### src/rtl/blink_driver.sv
// Stretches single-cycle event strobes into fixed on/off pulses on an output pin.
// Events that arrive during a pulse are queued up to PENDING_MAX. Each queued event replays back-to-back with no idle gap.
//
// state | meaning
// ------+-----------------------------------------------
// IDLE  | output at idle level, waiting for an event
// ON    | output driven to ACTIVE for ON_CYCLES cycles
// OFF   | guard gap at idle level for OFF_CYCLES cycles
module blink_driver #(
  parameter int ON_CYCLES   = 4,
  parameter int OFF_CYCLES  = 4,
  parameter int PENDING_MAX = 3,
  parameter bit ACTIVE      = 1'b1,
  localparam int PW = (PENDING_MAX > 0) ? $clog2(PENDING_MAX + 1) : 1,
  localparam int CW = $clog2(((ON_CYCLES > OFF_CYCLES) ? ON_CYCLES : OFF_CYCLES) + 1)
) (
  input  logic          clk,
  input  logic          reset_low,
  input  logic          enable,
  input  logic          evt,
  input  logic          clear_overflow,
  output logic          bit_out,
  output logic          busy,
  output logic [PW-1:0] pending,
  output logic          overflow
);

  typedef enum logic [1:0] {S_IDLE, S_ON, S_OFF} state_t;

  localparam logic [CW-1:0] ON_LOAD  = CW'(ON_CYCLES - 1);
  localparam logic [CW-1:0] OFF_LOAD = CW'(OFF_CYCLES - 1);
  localparam logic [PW-1:0] PEND_MAX = PW'(PENDING_MAX);

  state_t        state, state_n;
  logic [CW-1:0] cnt, cnt_n;
  logic [PW-1:0] pend_n;
  logic          ovf_n, bit_n;
  logic          accept, cnt_last, drop;

  always_ff @(posedge clk or negedge reset_low) begin
    if (!reset_low) begin
      state    <= S_IDLE;
      cnt      <= '0;
      pending  <= '0;
      overflow <= 1'b0;
      bit_out  <= ~ACTIVE;
    end else begin
      state    <= state_n;
      cnt      <= cnt_n;
      pending  <= pend_n;
      overflow <= ovf_n;
      bit_out  <= bit_n;
    end
  end

  always_comb begin
    state_n  = state;
    cnt_n    = cnt;
    pend_n   = pending;
    drop     = 1'b0;
    accept   = enable & evt;
    cnt_last = (cnt == '0);

    case (state)
      S_IDLE: begin
        if (accept) begin
          state_n = S_ON;
          cnt_n   = ON_LOAD;
        end
      end
      S_ON, S_OFF: begin
        if (state == S_OFF && cnt_last) begin
          // End of guard gap: the event on this edge either replaces the consumed entry or starts the next pulse.
          if (pending != '0 || accept) begin
            state_n = S_ON;
            cnt_n   = ON_LOAD;
            if (pending != '0 && !accept) pend_n = pending - PW'(1);
          end else begin
            state_n = S_IDLE;
          end
        end else begin
          if (cnt_last) begin
            state_n = S_OFF;
            cnt_n   = OFF_LOAD;
          end else begin
            cnt_n = cnt - CW'(1);
          end
          if (accept) begin
            if (pending < PEND_MAX) pend_n = pending + PW'(1);
            else                    drop   = 1'b1;
          end
        end
      end
      default: begin
        state_n = S_IDLE;
        cnt_n   = '0;
      end
    endcase

    if (drop)                ovf_n = 1'b1;
    else if (clear_overflow) ovf_n = 1'b0;
    else                     ovf_n = overflow;

    bit_n = (state_n == S_ON) ? ACTIVE : ~ACTIVE;
  end

  assign busy = (state != S_IDLE);

endmodule

### config.mk
export PLATFORM = sky130hd
export DESIGN_NAME = blink_driver
export DESIGN_NICKNAME = d
export VERILOG_FILES = /design/src/rtl/blink_driver.sv
export SDC_FILE = /design/constraint.sdc
export NUM_CORES = 1
export LEC_CHECK = 0
export ABC_AREA = 1
export BUFFER_PORTS_ARGS = -buffer_cell sky130_fd_sc_hd__buf_4
export CAP_MARGIN = 20
export CORE_ASPECT_RATIO = 1.2
export CORE_UTILIZATION = 33
export CTS_CLUSTER_DIAMETER = 80
export DETAILED_ROUTE_END_ITERATION = 12
export GPL_TIMING_DRIVEN = 0
export PLACE_DENSITY = 0.6
export SLEW_MARGIN = 20
export SYNTH_ARGS = -nofsm -noshare
export SYNTH_HDL_FRONTEND = slang
export SYNTH_SLANG_ARGS = --single-unit
### constraint.sdc
create_clock -name clk -period 1.63 [get_ports clk]
set_input_delay 0.2445 -clock clk [delete_from_list [all_inputs] [get_ports clk]]
set_output_delay 0.2445 -clock clk [all_outputs]
set_load 0.005 [all_outputs]
# --- Word level (Yosys, flattened, before mapping) ---
# Cells that the tools add are included.
classes:
  magnitude_cmp: 1
  eq_ne: 7
  add_sub_neg: 3
  reduce_logical: 14
  n_bitwise: 1
  muxes: 22
ops:
  columns: ["operator", "n"]
  rows:
  - ["$mux W2", 8]
  - ["$mux W3", 4]
  - ["$reduce_bool A2 Y1", 5]
  - ["$mux W1", 8]
  - ["$pmux W3 S2", 1]
  - ["$reduce_and A5 Y1", 1]
  - ["$eq A2 B1 Y1 const B", 2]
  - ["$ne A2 B1 Y1 const B", 2]
  - ["$pmux W2 S2", 1]
  - ["$logic_not A3 Y1", 1]
  - ["$ne A3 B3 Y1 const B", 1]
  - ["$sub A3 B1 Y3 const B", 1]
  - ["$add A2 B1 Y2 const B", 1]
  - ["$eq A2 B2 Y1 const B", 1]
  - ["$logic_and A1 B1 Y1", 2]
  - ["$logic_not A2 Y1", 1]
  - ["$lt A2 B2 Y1 const B", 1]
  - ["$ne A2 B2 Y1 const B", 1]
  - ["$reduce_and A2 Y1", 1]
  - ["$reduce_or A2 Y1", 1]
  - ["$sub A2 B1 Y2 const B", 1]
  - ["$and A1 B1 Y1", 1]
  - ["$logic_not A1 Y1", 1]
  - ["$logic_or A1 B1 Y1", 1]
word_totals:
  ff_bits: 9
  in_bits: 5

# --- Depth between registers and ports, before layout ---
logic_depth:
  depth_word: 7
  ltp_mapped: 10
  depth_no_buf: 10

# --- Worst setup path before layout ---
# OpenSTA, ideal clock, no wires.
synth_timing:
  kind: "reg-to-reg"
  from: "register state[1]"
  to: "register cnt[2]"
  path_slack_ps: 343
  stages_incl_launch_ff: 8
  arrival_ps: 1171
  path_buffers: 0
  synth_period_minus_slack_ps: 1287
  required_time_ps: 1514
  cell_sequence: "dfrtp_1 > inv_1 > ha_1 > nand4_1 > nor2_1 > nor2_1 > nand2_1 > nand2_1"
synth_between:
  elab_chain_len: 4
  elab_cells_between_ends: 10
  cone_classes: "eq/ne (4); mux (2); reduce/logical (4)"
synth_rtl:
  columns: ["element", "line_no", "rtl"]
  rows:
  - ["from (decl)", "34", "state_t state, state_n;"]
  - ["from (signal assigned)", "48", "state <= state_n;"]
  - ["$eq A2 B2 Y1 or $eq A2 B1 Y1 (tied branches)", "64, 72", null]
  - ["$reduce_or A2 Y1 or $logic_and A1 B1 Y1 (tied branches)", "64, 72", null]
  - ["$ne A3 B3 Y1 (no source line) or $mux W3 (tied branches)", null, null]
  - ["$reduce_and A2 Y1 (no source line) or $pmux W3 S2 (tied branches)", null, null]
  - ["to (signal assigned)", "49", "cnt <= cnt_n;"]
  - ["to (decl)", "35", "logic [CW-1:0] cnt, cnt_n;"]
# Parallel ways exist; a longest one is shown, timed or not.
# A chain may end at the register's enable or synchronous reset.

# --- Worst setup path in the final report ---
# Same ends and word-level chain as after synthesis.

==> metrics.csv <==
metric,value,unit
status,finished clean,
Setup crit end kind,flop,
LEAKAGE,0.4399,nW
CTS tree,done,
Crit path max-delay family,simple AND/OR/NAND/NOR gates,
Most used DFF post-synth,dfrtp_1,
Min-Delay Startpoint,clear_overflow,
Slew @ Worst Pin,0.2040,ns
Post-Syn Nets,102,
H-tree Lvls,1,
CP max stage delay,0.41,ns
Die Span Y,50.55,µm
area grow syn2layout,19.69,%
Congestion Overflow GR,0,
Die Width,42.46,µm
post-synthesis cell count,92,
Yosys reg bits,9,
PortBufs,9,
Critical Path AT,1.57,ns
r2r startpoint,state[1],
clock tree buffer depth,2,
RSZ-0062 raised after global routing,no,
# fillers,185,
worst skew pair latency,0.25,ns
slowest CP cell,dfrtp_1,
setup_tns,0,ns
worst path buffer plus inverter count,1,
DR vias/cell,4.504,
clock root cell,clkbuf_4,
layout net count,117,
iteration count of the initial detailed-routing pass,2,
number of DRC markers after the initial detailed-route iteration,5,
"most common cell after layout, fill and taps aside",nand2_1,
Routed Antenna Nets,0,
smallest hold slack,0.1883,ns
worst-path fanout max,6,
vias in the first global route,477,
Crit path required time,1.77,ns
Min-Delay Path Class,input port to flop,
Reg2Reg Setup Slack,0.20,ns
setup violators final,0,
"Period Utilization, post-route",87.50,%
gr usage total,11.95,%
worst hold stages,2,
Ys Warns,0,
fraction of layout cells with a size suffix above 1,21.70,%
synthesized area,648.1,µm²
largest net degree at the start of global routing,10,
Starting Density,35.02,%
Core ar.,0.001851,mm²
initial antenna violation count,0,
Worst-path clk slew,0.06,ns
Critical Setup Path Class,flop to flop,
worst rel slew slack,86.40,%
Max Fclk,701.1,MHz
DR WL/cell,8.784,µm
"Async S/R FF share, synth",100.0,%
first-pass GRT wire length,1911,µm
pwr/cell area,1711,mW/mm²
# DRC,0,
max-cap violations,0,
number of synthesized flops with an enable pin,0,
final hold violation count,0,
final wirelength,1098,µm
Hold Path Sink,overflow,
total power,1.327,mW
Worst Setup Start Kind,flop,
Die Area,0.002146,mm²
Inserted Diodes,0,
hpwl dp,957.2,µm
FP Rows,17,
reg2reg end,cnt[2],
"commonest cells after routing, fill and taps aside","34 x nand2_1, 14 x inv_1, 9 x dfrtp_1, 9 x buf_4, 7 x nor2_1",
I/O pin count,10,
Sink Count,9,
synth unique cells,19,
sequential fraction of the synthesis area,34.75,%
global placer's final weighted congestion,0.7811,
Max VDD drop,0.0007686,V
clock skew,0.002013,ns
CTS Buf Count,3,
Reg2Reg Depth,7,
"Avg Cell Area, Syn",7.045,µm²
crit path cell chain,inv_1 -> ha_1 -> nand4_1 -> nor2_1 -> nor2_1 -> nand2_1 -> nand2_1,
"Slew Viols, Final",0,
min Tclk post-route,1.426,ns
Via Count,563,
[flip-flops by register name (all words and copies together), names as in the netlist]
register  flops
state         2
pending       2
bit_out       1
cnt           3
overflow      1
[cell type report]
| type | instances | area [µm²] | area share [%] |
|---|---|---|---|
| timing repair buffer | 10 | 77.57 | 10.00 |
| sequential | 9 | 225.2 | 29.03 |
| clock buffer | 4 | 26.28 | 3.387 |
| multi-input combinational | 66 | 359.1 | 46.29 |
| tap | 19 | 23.77 | 3.065 |
| inverter | 17 | 63.81 | 8.226 |
[worst max-delay path by stage]
stage               startpoint      to  slack, ns  cells after the start
floorplan             state[1]  cnt[2]       0.34                      7
global placement      state[1]  cnt[2]       0.20                      7
detailed placement    state[0]  cnt[2]       0.21                      7
CTS                   state[0]    busy       0.18                      4
global route          state[0]  cnt[1]       0.07                      7
finish                state[1]  cnt[2]       0.20                      7
[cell families (layout without fill, tap and decap cells)]
kind of cell    Yosys count  in the layout  share of synthesized area (%)
xor+xnor                  1              1                          1.352
buf+inv                  17             31                          9.845
simple gates             56             56                          39.58
flops                     9              9                          34.75
fa+ha+maj                 5              5                          9.653
compound gates            4              4                          4.826
[per-stage QoR]
step | setup slack (ns) | utilization [%] | std cells | cell area, µm²
after global placement | 0.2030 | 39.96 | 120 | 739.5
after detailed placement | 0.2123 | 39.96 | 120 | 739.5
after CTS | 0.1850 | 41.92 | 125 | 775.7
after floorplan | 0.3427 | - | 92 | 648.1
after global routing | 0.06726 | 41.92 | 125 | 775.7
final | 0.2038 | 41.92 | 125 | 775.7
[cells in the mapped netlist (2+ instances only)]
library cell	number	area share, %
dfrtp_1	9	35
ha_1	5	9.7
inv_1	14	8.1
inv_2	3	1.7
nand2_1	34	20
nand2_2	3	2.9
nand3_1	5	3.9
nand4_1	2	1.9
nor2_1	7	4.1
[report_power, final]
| group | internal, mW | switching, mW | total, mW | leakage (nW) |
|---|---|---|---|---|
| clock | 0.0936 | 0.0661 | 0.160 | 0.0150 |
| combinational | 0.318 | 0.469 | 0.787 | 0.311 |
| sequential | 0.313 | 0.0676 | 0.381 | 0.114 |
[routing by layer]
metal	track usage [%]	vias up	part of all wire, %
met1	15.09	248	49
met3	2.518	0	1.5
li1	-	311	-
met4	7.813	0	0
met5	0	-	0
met2	18.21	4	50
[what timing repair did]
item,4_1_cts,5_1_grt
hold buffers,1,0
buffers inserted,0,0
gates resized for setup,0,0
endpoints found under the hold margin,9,0
endpoints found under the setup margin,0,0
(Power assumes the default switching activity.)
